**config.mk**
```make
export PLATFORM = sky130hd
export DESIGN_NAME = interrupt_priority_unit_flat
export DESIGN_NICKNAME = d
export VERILOG_FILES = /design/src/rtl/interrupt_priority_unit_if.sv /design/src/rtl/interrupt_priority_unit.sv /design/src/flat_wrapper.sv
export SDC_FILE = /design/constraint.sdc
export NUM_CORES = 1
export LEC_CHECK = 0
export BUFFER_PORTS_ARGS = -buffer_cell sky130_fd_sc_hd__clkbuf_2
export CORE_AREA = 2 2 133 135
export CTS_BUF_LIST = sky130_fd_sc_hd__clkbuf_16
export CTS_CLUSTER_DIAMETER = 30
export CTS_CLUSTER_SIZE = 12
export DETAILED_ROUTE_END_ITERATION = 8
export DIE_AREA = 0 0 135 137
export HOLD_SLACK_MARGIN = 0.12
export PLACE_DENSITY_LB_ADDON = 0.15
export SLEW_MARGIN = 20
export SYNTH_ARGS = -nofsm -noshare
export SYNTH_HDL_FRONTEND = slang
export SYNTH_SLANG_ARGS = --single-unit
```
**constraint.sdc**
```tcl
create_clock -name CLK -period 13.96 [get_ports CLK]
set_input_delay 0 -clock CLK [delete_from_list [all_inputs] [get_ports CLK]]
set_output_delay 0 -clock CLK [all_outputs]
set_load 0.03 [all_outputs]
```
**src/rtl/interrupt_priority_unit_if.sv**
```systemverilog
`default_nettype none
// =============================================================================
// Module      : interrupt_priority_unit_if
// Description : Request, acknowledge and EOI bundle between the 8259 front end
//               (IRR/ISR/priority) and its control logic.
// Revision    : 1.0 - initial release
// =============================================================================
interface interrupt_priority_unit_if #(
    parameter int NUM_IR = 8
);
    logic [NUM_IR-1:0] IR;
    logic              LEVEL;
    logic [NUM_IR-1:0] interrupt_mask;
    logic [1:0]        INTA_COUNT;
    logic              AEOI;
    logic              R;
    logic              EOI;
    logic              SEOI;
    logic [2:0]        SEOI_LEVEL;
    logic              INTERNAL_INT;
    logic [2:0]        IR_NUM;
    logic [NUM_IR-1:0] IRR;
    logic [NUM_IR-1:0] ISR;

    modport slave (
        input  IR, LEVEL, interrupt_mask, INTA_COUNT, AEOI, R, EOI, SEOI, SEOI_LEVEL,
        output INTERNAL_INT, IR_NUM, IRR, ISR
    );

    modport master (
        output IR, LEVEL, interrupt_mask, INTA_COUNT, AEOI, R, EOI, SEOI, SEOI_LEVEL,
        input  INTERNAL_INT, IR_NUM, IRR, ISR
    );
endinterface
`default_nettype wire

```
**src/rtl/interrupt_priority_unit.sv**
```systemverilog
`default_nettype none
// =============================================================================
// Module      : interrupt_priority_unit
// Description : 8259 IRR, ISR and rotating priority resolver with INTA tracking.
// Revision    : 1.0 - initial release
// =============================================================================
module interrupt_priority_unit #(
    parameter int NUM_IR = 8
) (
    input  wire logic                  CLK,
    input  wire logic                  RESET,
    interrupt_priority_unit_if.slave   bus
);
    typedef enum logic [0:0] {
        IDLE  = 1'b0,
        WAIT2 = 1'b1
    } state_t;

    localparam logic [NUM_IR-1:0] c_one = NUM_IR'(1);

    // Returns {valid, index} of the highest-priority set bit; lp is lowest priority.
    function automatic logic [3:0] find_first(input logic [NUM_IR-1:0] vec,
                                              input logic [2:0]        lp);
        logic [3:0] res;
        logic [2:0] idx;
        res = 4'b0;
        for (int k = NUM_IR; k >= 1; k--) begin
            idx = lp + 3'(k);
            if (vec[idx]) res = {1'b1, idx};
        end
        return res;
    endfunction

    function automatic logic [2:0] rank(input logic [2:0] idx, input logic [2:0] lp);
        return idx - lp - 3'd1;
    endfunction

    state_t            r_state, w_state_next;
    logic [NUM_IR-1:0] r_s1, r_s2, r_s2_d;
    logic [NUM_IR-1:0] r_irr, r_isr;
    logic [2:0]        r_lp;
    logic [2:0]        r_ir_num;
    logic              r_int;
    logic [1:0]        r_inta_prev;

    logic [3:0]        w_cand_f, w_cur_f;
    logic              w_cand_v, w_cur_v;
    logic [2:0]        w_cand, w_cur;
    logic              w_req;
    logic              w_first_ack, w_second_ack;
    logic              w_ack, w_aeoi, w_int_next;
    logic [NUM_IR-1:0] w_ack_set, w_eoi_clear, w_aeoi_clear, w_irr_next;

    assign w_cand_f = find_first(r_irr & ~bus.interrupt_mask, r_lp);
    assign w_cur_f  = find_first(r_isr, r_lp);
    assign w_cand_v = w_cand_f[3];
    assign w_cand   = w_cand_f[2:0];
    assign w_cur_v  = w_cur_f[3];
    assign w_cur    = w_cur_f[2:0];

    assign w_req = w_cand_v && (!w_cur_v || (rank(w_cand, r_lp) < rank(w_cur, r_lp)));

    assign w_first_ack  = (bus.INTA_COUNT == 2'd1) && (r_inta_prev != 2'd1);
    assign w_second_ack = (bus.INTA_COUNT == 2'd2) && (r_inta_prev != 2'd2);

    always_comb begin
        w_state_next = r_state;
        w_ack        = 1'b0;
        w_aeoi       = 1'b0;
        w_int_next   = 1'b0;
        case (r_state)
            IDLE: begin
                if (w_first_ack) begin
                    w_ack        = 1'b1;
                    w_state_next = WAIT2;
                end else begin
                    w_int_next = w_req;
                end
            end
            WAIT2: begin
                if (w_second_ack) begin
                    w_aeoi       = bus.AEOI;
                    w_state_next = IDLE;
                end
            end
            default: w_state_next = IDLE;
        endcase
    end

    assign w_ack_set    = (w_ack && w_cand_v) ? (c_one << w_cand) : '0;
    assign w_aeoi_clear = w_aeoi ? (c_one << r_ir_num) : '0;
    // A specific EOI overrides a simultaneous non-specific one.
    assign w_eoi_clear  = bus.SEOI             ? (c_one << bus.SEOI_LEVEL) :
                          (bus.EOI && w_cur_v) ? (c_one << w_cur)          : '0;

    // Edge mode latches rising edges until acknowledged; level mode tracks the line.
    assign w_irr_next = (bus.LEVEL ? r_s2 : (r_irr | (r_s2 & ~r_s2_d))) & ~w_ack_set;

    always_ff @(posedge CLK) begin
        if (RESET) r_state <= IDLE;
        else       r_state <= w_state_next;
    end

    always_ff @(posedge CLK) begin
        if (RESET) begin
            r_s1        <= '0;
            r_s2        <= '0;
            r_s2_d      <= '0;
            r_irr       <= '0;
            r_isr       <= '0;
            r_lp        <= 3'd7;
            r_ir_num    <= 3'd0;
            r_int       <= 1'b0;
            r_inta_prev <= 2'd0;
        end else begin
            r_s1        <= bus.IR;
            r_s2        <= r_s1;
            r_s2_d      <= r_s2;
            r_irr       <= w_irr_next;
            r_isr       <= (r_isr & ~w_eoi_clear & ~w_aeoi_clear) | w_ack_set;
            r_int       <= w_int_next;
            r_inta_prev <= bus.INTA_COUNT;
            if (w_ack) r_ir_num <= w_cand_v ? w_cand : 3'd7;
            // EOI-driven rotation takes precedence over automatic-EOI rotation.
            if (bus.SEOI) begin
                if (bus.R) r_lp <= bus.SEOI_LEVEL;
            end else if (bus.EOI && w_cur_v) begin
                if (bus.R) r_lp <= w_cur;
            end else if (w_aeoi && bus.R) begin
                r_lp <= r_ir_num;
            end
        end
    end

    assign bus.INTERNAL_INT = r_int;
    assign bus.IR_NUM       = r_ir_num;
    assign bus.IRR          = r_irr;
    assign bus.ISR          = r_isr;
endmodule
`default_nettype wire
```
**src/flat_wrapper.sv**
```systemverilog
// flat-port wrapper written by rule: the top's interface ports become plain ports
module interrupt_priority_unit_flat 
#(
    parameter int NUM_IR = 8
)
  (CLK, RESET, bus_IR, bus_LEVEL, bus_interrupt_mask, bus_INTA_COUNT, bus_AEOI, bus_R, bus_EOI, bus_SEOI, bus_SEOI_LEVEL, bus_INTERNAL_INT, bus_IR_NUM, bus_IRR, bus_ISR);
  interrupt_priority_unit_if #(.NUM_IR(NUM_IR)) bus_i ();
  input  wire logic CLK;
  input  wire logic RESET;
  input wire logic [$bits(bus_i.IR)-1:0] bus_IR;
  input wire logic [$bits(bus_i.LEVEL)-1:0] bus_LEVEL;
  input wire logic [$bits(bus_i.interrupt_mask)-1:0] bus_interrupt_mask;
  input wire logic [$bits(bus_i.INTA_COUNT)-1:0] bus_INTA_COUNT;
  input wire logic [$bits(bus_i.AEOI)-1:0] bus_AEOI;
  input wire logic [$bits(bus_i.R)-1:0] bus_R;
  input wire logic [$bits(bus_i.EOI)-1:0] bus_EOI;
  input wire logic [$bits(bus_i.SEOI)-1:0] bus_SEOI;
  input wire logic [$bits(bus_i.SEOI_LEVEL)-1:0] bus_SEOI_LEVEL;
  output wire logic [$bits(bus_i.INTERNAL_INT)-1:0] bus_INTERNAL_INT;
  output wire logic [$bits(bus_i.IR_NUM)-1:0] bus_IR_NUM;
  output wire logic [$bits(bus_i.IRR)-1:0] bus_IRR;
  output wire logic [$bits(bus_i.ISR)-1:0] bus_ISR;
  assign bus_i.IR = bus_IR;
  assign bus_i.LEVEL = bus_LEVEL;
  assign bus_i.interrupt_mask = bus_interrupt_mask;
  assign bus_i.INTA_COUNT = bus_INTA_COUNT;
  assign bus_i.AEOI = bus_AEOI;
  assign bus_i.R = bus_R;
  assign bus_i.EOI = bus_EOI;
  assign bus_i.SEOI = bus_SEOI;
  assign bus_i.SEOI_LEVEL = bus_SEOI_LEVEL;
  assign bus_INTERNAL_INT = bus_i.INTERNAL_INT;
  assign bus_IR_NUM = bus_i.IR_NUM;
  assign bus_IRR = bus_i.IRR;
  assign bus_ISR = bus_i.ISR;
  interrupt_priority_unit #(.NUM_IR(NUM_IR)) u_core (.CLK(CLK), .RESET(RESET), .bus(bus_i));
endmodule
```
==> results of run 1 <==
==> repair_timing <==
item,4_1_cts,5_1_grt
buffers inserted,0,0
endpoints found under the hold margin,14,0
hold buffers,11,0
==> power groups by stage <==
stage / clock (W) / combinational, W / sequential [W]
after floorplan: 0 / 0.000109 / 0.000161
after global placement: 0 / 0.000143 / 0.000158
after detailed placement: 0 / 0.000143 / 0.000158
after CTS: 0.000127 / 0.000146 / 0.000155
after global routing: 0.000133 / 0.000159 / 0.000156
final: 0.000124 / 0.000145 / 0.000155
==> cells by family after synthesis <==
family	Yosys count
flops	50
mux	53
fa+ha+maj	8
compound gates	135
simple gates	140
buf+inv	52
xor+xnor	10
==> registers in the layout (all words and copies together), names as in the netlist <==
signal and cells:
u_core.bus.INTERNAL_INT 1, u_core.bus.IRR 8, u_core.bus.IR_NUM 3, u_core.bus.ISR 8
u_core.r_inta_prev 2, u_core.r_lp 3, u_core.r_s1 8, u_core.r_s2 8
u_core.r_s2_d 8, u_core.r_state 1
==> stage by stage <==
step	instance area, µm²	setup slack, ns	hold slack [ns]	cells	total power [W]
global route	4831	7.872	0.1789	717	0.0004472
floorplan	4194	9.364	0.1282	448	0.0002701
detailed placement	4576	8.375	0.2154	698	0.0003011
global placement	4576	8.506	0.2168	698	0.0003009
CTS	4831	8.350	0.1437	717	0.0004276
finish	4831	8.293	0.1546	717	0.0004242
==> area by class of cell <==
| class | instances | area [µm²] |
|---|---|---|
| clock inverter | 3 | 20.02 |
| timing repair buffer | 63 | 382.9 |
| inverter | 25 | 101.3 |
| fill | 1840 | 12230 |
| tap | 225 | 281.5 |
| sequential | 50 | 1001 |
| clock buffer | 5 | 125.1 |
| multi-input combinational | 346 | 2919 |
==> cell usage in the layout, fill, tap and decap left out, drive strengths merged, types with 3 or more instances in the layout <==
| master | n |
|---|---|
| clkbuf | 52 |
| dfxtp | 50 |
| nor2b | 39 |
| nand2 | 31 |
| mux4 | 26 |
| a21oi | 26 |
| inv | 26 |
| nand2b | 23 |
| o21ai | 23 |
| nor2 | 17 |
| mux2i | 17 |
| dlygate4sd3 | 11 |
| mux2 | 10 |
| a211oi | 8 |
| o221ai | 7 |
| a221oi | 7 |
| o22ai | 6 |
| ha | 6 |
| xnor2 | 6 |
| nor3 | 6 |
| a31o | 6 |
| a31oi | 5 |
| buf | 5 |
| o211ai | 5 |
| o31ai | 5 |
| xor2 | 4 |
| a211o | 3 |
| a22oi | 3 |
| nand3b | 3 |
| nand3 | 3 |
| and2 | 3 |
| and3 | 3 |
| o32ai | 3 |
| a32o | 3 |
==> worst max-delay path by stage <==
stage / startpoint / to / slack (ns) / depth (start not counted)
after floorplan: u_core.r_lp[1] / u_core.bus.INTERNAL_INT / 9.36 / 21
after global placement: u_core.r_lp[1] / u_core.bus.INTERNAL_INT / 8.51 / 18
after detailed placement: u_core.r_lp[1] / u_core.bus.INTERNAL_INT / 8.37 / 18
after CTS: u_core.r_lp[1] / u_core.bus.INTERNAL_INT / 8.35 / 18
after global routing: u_core.r_lp[1] / u_core.bus.INTERNAL_INT / 7.87 / 18
final: u_core.r_lp[1] / u_core.bus.INTERNAL_INT / 8.29 / 18
==> metal layers <==
| metal | share of wire (%) | global-route usage [%] | vias up |
|---|---|---|---|
| li1 | - | - | 1793 |
| met3 | 4.1 | 1.222 | 15 |
| met2 | 50 | 24.34 | 127 |
| met1 | 44 | 18.17 | 1829 |
| met4 | 1.2 | 2.894 | 0 |
| met5 | 0 | 0 | - |
==> worst min-delay path: stages <==
cell      delay, ns
clkbuf_2       0.13
inv_1          0.09
a22o_1         0.14
o21ai_1        0.05
==> flow_summary.yaml, run 1 <==
clocking:
  clockBufferDepth: 2
  cts_buffers: 5
  clkTransAtPathRegs_ns: 0.07
  clk_latency_ns: 0.30
  htreeDepth: 2
  cts_tree: "done"
  cts_resized: 0
  cts_sinks: 50
  cts-root-buf: "clkbuf_16"
synthesis:
  synthMuxAreaShare_pct: 20.79
  synth.top_cell.area_share_pct: 23.87
  synth_top_area_cell: "dfxtp_1"
  synth_ff_type: "dfxtp_1"
  synth_edf_count: 0
  netlist_area_um2: 4194
  yosysWarnings: 0
  netlist_top_cells_area: "dfxtp_1 24%, mux4_2 14%, nor2b_1 5.8%"
  synth_top_family_by_area: "compound AO/OA/AOI/OAI gates"
  ys_seq_elements: 50
  synthTopCellsByCount: "50 x dfxtp_1, 39 x nor2b_1, 31 x nand2_1"
  seq_area_frac_synth_pct: 23.87
  syn_nets: 484
  netlist-cell-type-count: 83
  synth_most_common_cell: "dfxtp_1"
  synth_compound_area_share_pct: 24.82
  postSynthAreaPerCell_um2: 9.362
  synthAdderAreaFrac_pct: 2.745
  yosys.area_share.xor_xnor_pct: 2.446
  synth_cells: 448
  yosys.area_share.simple_pct: 18.79
  synth-async-reset-ratio_pct: 0
critical_path:
  cp_slowest_stage_delay_ns: 1.06
  endpoint_kind: "flip-flop"
  cp.arrival_ns: 5.87
  path_cells: "buf_4 > inv_1 > ha_1 > mux4_2 > mux2_2 > a21oi_1 > nor2_1 > o21ai_0 > a221o_1 > inv_1 > ha_1 > fa_1 > xnor2_1 > xnor2_1 > ha_1 > a21oi_1 > o21ai_0 > nor4_1"
  rr_startpoint: "u_core.r_lp[1]"
  reg2reg_to: "u_core.bus.INTERNAL_INT"
  path_max_fanout: 30
  crit_path_start_kind: "flip-flop"
  cpMaxStageDelayCell: "ha_1"
  cp_top_family: "adder cells"
  cpMostUsedCell: "ha_1"
  rrSetupSlack_ns: 8.29
  worstPathRequired_ns: 14.17
  critPathBufInv: 3
  rr_worst_depth: 18
  critPathKind: "reg2reg"
sta:
  drv_slew: 0
  slew_headroom_pct: 35.34
  finalSetupViolations: 0
  timing.fmax_mhz: 176.5
  finalCritPeriodShare_pct: 40.59
  setup_tns_ns: 0
  skew_ns: 0.008999
  rsz0062_at_grt: "false"
  hold_violations: 0
  worst_slew_pin_slew_ns: 0.9699
  post-route-min-period_ns: 5.667
floorplan:
  start_util_pct: 24.59
  die_area_um2: 18500
  rows: 48
  pin_count: 48
  core_um2: 17060
  die_h_um: 137
  die_x_um: 135
cells_and_area:
  utilization_pct: 28.32
  num_antenna_cells: 0
  fin_nets: 527
  area_growth_pct: 15.18
  drive_gt1_share_pct: 25.00
worst_hold_path:
  min_path_type: "in2reg"
  hold_path_depth: 4
  hp-start: "bus_SEOI_LEVEL[2]"
  min_to: "u_core.r_lp[2]"
detailed_routing:
  drc: 0
  drt_first_iter_violations: 266
  num_vias: 3764
  ant_nets: 0
  wirelength_mm: 12.67
  viasPerCell: 5.250
  firstDrtPassIters: 5
  wl_per_cell_um: 17.66
run_status:
  run_status: "completed"
place:
  gp_congestion: 0.8790
  port_buffers: 47
  dpl.hpwl_mm: 9.260
global_route:
  grt-ovfl-total: 0
  antenna_found_initial: 0
  grt_max_degree: 45
  grt_pass1_wl_mm: 20.24
  track_usage_pct: 13.71
  grt_pass1_vias: 3688
power:
  irDropWorstVdd_mv: 0.09371
  power.switching_w: 0.0001500
  leakage_nw: 1.806
  seqPwrFrac_pct: 36.5
  p_comb_share_pct: 34.2
  p_int_w: 0.0002742
  power.density_nw_per_um2: 87.81
  clkPwrFrac_pct: 29.2
  p_sw_share_pct: 35.35
job:
  maxCapViolCount: 0
No activity file was read; power rests on OpenSTA's default activity.
==> run 2, diff against run 1 <==
==> constraint.sdc (replaced) <==
create_clock -name CLK -period 4.83 [get_ports CLK]
set_input_delay 0 -clock CLK [delete_from_list [all_inputs] [get_ports CLK]]
set_output_delay 0 -clock CLK [all_outputs]
set_load 0.03 [all_outputs]
==> run 2 against run 1 <==
Effect of this change: first-iteration DRC count fell by 9.4%; clock skew grew 0.0025 ns; global-route usage shrank 0.38 points; worst hold slack lost 0.017 ns; cell count grew 1.4%; clock power rose to 2.9 times the previous value; wire length shrank 3.5%; combinational power grew to 3.0 times the previous value; via count up 0.40%; total power rose to 2.9 times the previous value.
==> flow_summary.yaml, run 2 (synthesized netlist as in run 1, its figures left out) <==
floorplan:
  rows: 48
  start_util_pct: 24.59
  die_area_um2: 18500
  pin_count: 48
  die_x_um: 135
  die_h_um: 137
  core_um2: 17060
detailed_routing:
  wirelength_mm: 12.23
  firstDrtPassIters: 5
  viasPerCell: 5.198
  drc: 0
  wl_per_cell_um: 16.82
  ant_nets: 0
  num_vias: 3779
  drt_first_iter_violations: 241
critical_path:
  rr_worst_depth: 15
  rr_startpoint: "u_core.r_lp[0]"
  cpMostUsedCell: "ha_1"
  endpoint_kind: "flip-flop"
  reg2reg_to: "u_core.bus.INTERNAL_INT"
  crit_path_start_kind: "flip-flop"
  cp.arrival_ns: 4.63
  cp_slowest_stage_delay_ns: 0.57
  cp_top_family: "adder cells"
  path_cells: "buf_4 > ha_1 > xor2_1 > mux4_2 > a21oi_1 > o22ai_1 > a31o_2 > ha_1 > fa_1 > xor2_1 > xnor2_1 > ha_1 > a21oi_1 > o21ai_0 > nor4_1"
  path_max_fanout: 32
  cpMaxStageDelayCell: "mux4_2"
  rrSetupSlack_ns: 0.40
  worstPathRequired_ns: 5.03
  critPathBufInv: 1
  critPathKind: "reg2reg"
place:
  dp.cells: 708
  port_buffers: 47
  dpl.hpwl_mm: 9.178
  postPlaceCellArea_um2: 4651
  gp_congestion: 0.9035
power:
  irDropWorstVdd_mv: 0.2807
  power.switching_w: 0.0004332
  seqPwrFrac_pct: 36.4
  clkPwrFrac_pct: 29.0
  leakage_nw: 1.859
  p_sw_share_pct: 34.85
  p_int_w: 0.0008099
  power.density_nw_per_um2: 252.9
  p_comb_share_pct: 34.6
run_status:
  run_status: "completed"
cells_and_area:
  final_common_cell: "dfxtp_1"
  num_antenna_cells: 0
  instances_no_fill: 727
  fin_nets: 537
  area_growth_pct: 17.18
  finalInstanceArea_um2: 4915
  drive_gt1_share_pct: 26.89
  layout_common_cells: "50 x dfxtp_1, 47 x clkbuf_2, 39 x nor2b_1"
sta:
  hold_violations: 0
  worst_slew_pin_slew_ns: 0.8320
  slew_headroom_pct: 44.11
  drv_slew: 0
  rsz0062_at_grt: "false"
  post-route-min-period_ns: 4.428
  skew_ns: 0.01149
  timing.fmax_mhz: 225.8
  finalCritPeriodShare_pct: 91.67
  finalSetupViolations: 0
  setup_tns_ns: 0
clocking:
  clkTransAtPathRegs_ns: 0.07
  cts-root-buf: "clkbuf_16"
  cts_buffers: 5
  clk_latency_ns: 0.30
  clockBufferDepth: 2
  cts_sinks: 50
  htreeDepth: 2
  cts_tree: "done"
job:
  maxCapViolCount: 0
worst_hold_path:
  min_to: "u_core.r_lp[2]"
  hp-start: "bus_SEOI_LEVEL[2]"
  hold_path_depth: 4
  min_path_type: "in2reg"
global_route:
  grt_max_degree: 46
  grt_pass1_vias: 3681
  antenna_found_initial: 0
  grt_pass1_wl_mm: 19.58
  grt-ovfl-total: 0
  track_usage_pct: 13.33
## run 2: how the worst max path moves through the flow
stage          cells after the start                      end           start
2_1_floorplan                     21  u_core.bus.INTERNAL_INT  u_core.r_lp[1]
3_3_place_gp                      17  u_core.bus.INTERNAL_INT  u_core.r_lp[0]
3_5_place_dp                      17  u_core.bus.INTERNAL_INT  u_core.r_lp[0]
4_1_cts                           17  u_core.bus.INTERNAL_INT  u_core.r_lp[0]
5_1_grt                           16  u_core.bus.INTERNAL_INT  u_core.r_lp[0]
6_report                          15  u_core.bus.INTERNAL_INT  u_core.r_lp[0]
## run 2: what timing repair did
item | in CTS | in global routing
setup endpoints to repair | 0 | 1
resized for setup | 0 | 1
hold endpoints to repair | 14 | 0
hold buffers | 11 | 0
setup buffers | 0 | 0
## run 2: worst reg2reg max path, stage by stage (launching register included)
cell and delay [ns]:
dfxtp_1 0.43, buf_4 0.45, ha_1 0.37, xor2_1 0.28
mux4_2 0.57, a21oi_1 0.23, o22ai_1 0.11, a31o_2 0.28
ha_1 0.21, fa_1 0.43, xor2_1 0.16, xnor2_1 0.13
ha_1 0.29, a21oi_1 0.11, o21ai_0 0.12, nor4_1 0.18
## run 2: through the flow
stage	setup WS (ns)	util [%]	power (W)	hold WS, ns
floorplan	0.2336	-	0.0007808	0.1282
CTS	0.2984	28.80	0.001253	0.1356
global placement	0.3806	27.27	0.0008875	0.2105
detailed placement	0.3172	27.27	0.0008855	0.2149
global route	0.09606	28.81	0.001317	0.1762
finish	0.4021	28.81	0.001243	0.1378
## run 2: area by class of cell
type,instances,area (µm²)
sequential,50,1001
multi-input combinational,346,2922
clock inverter,3,26.28
inverter,25,101.3
tap,225,281.5
fill,1827,12140
timing repair buffer,73,457.9
clock buffer,5,125.1
## run 2: per-layer routing
metal / vias to the layer above / GRT usage, % / wire length, µm / part of all wire [%]
li1: 1813 / - / - / -
met1: 1853 / 16.43 / 5396 / 44
met2: 99 / 24.45 / 6244 / 51
met3: 14 / 1.630 / 400 / 3.3
met4: 0 / 3.646 / 187 / 1.5
met5: - / 0 / 0 / 0
## run 2: power by group through the flow
stage               Clock [W]  Sequential, W  Combinational (W)
global placement            0       0.000463           0.000425
floorplan                   0       0.000464           0.000316
detailed placement          0       0.000462           0.000423
finish               0.000360       0.000453           0.000430
CTS                  0.000369       0.000453           0.000431
global route         0.000390       0.000455           0.000472
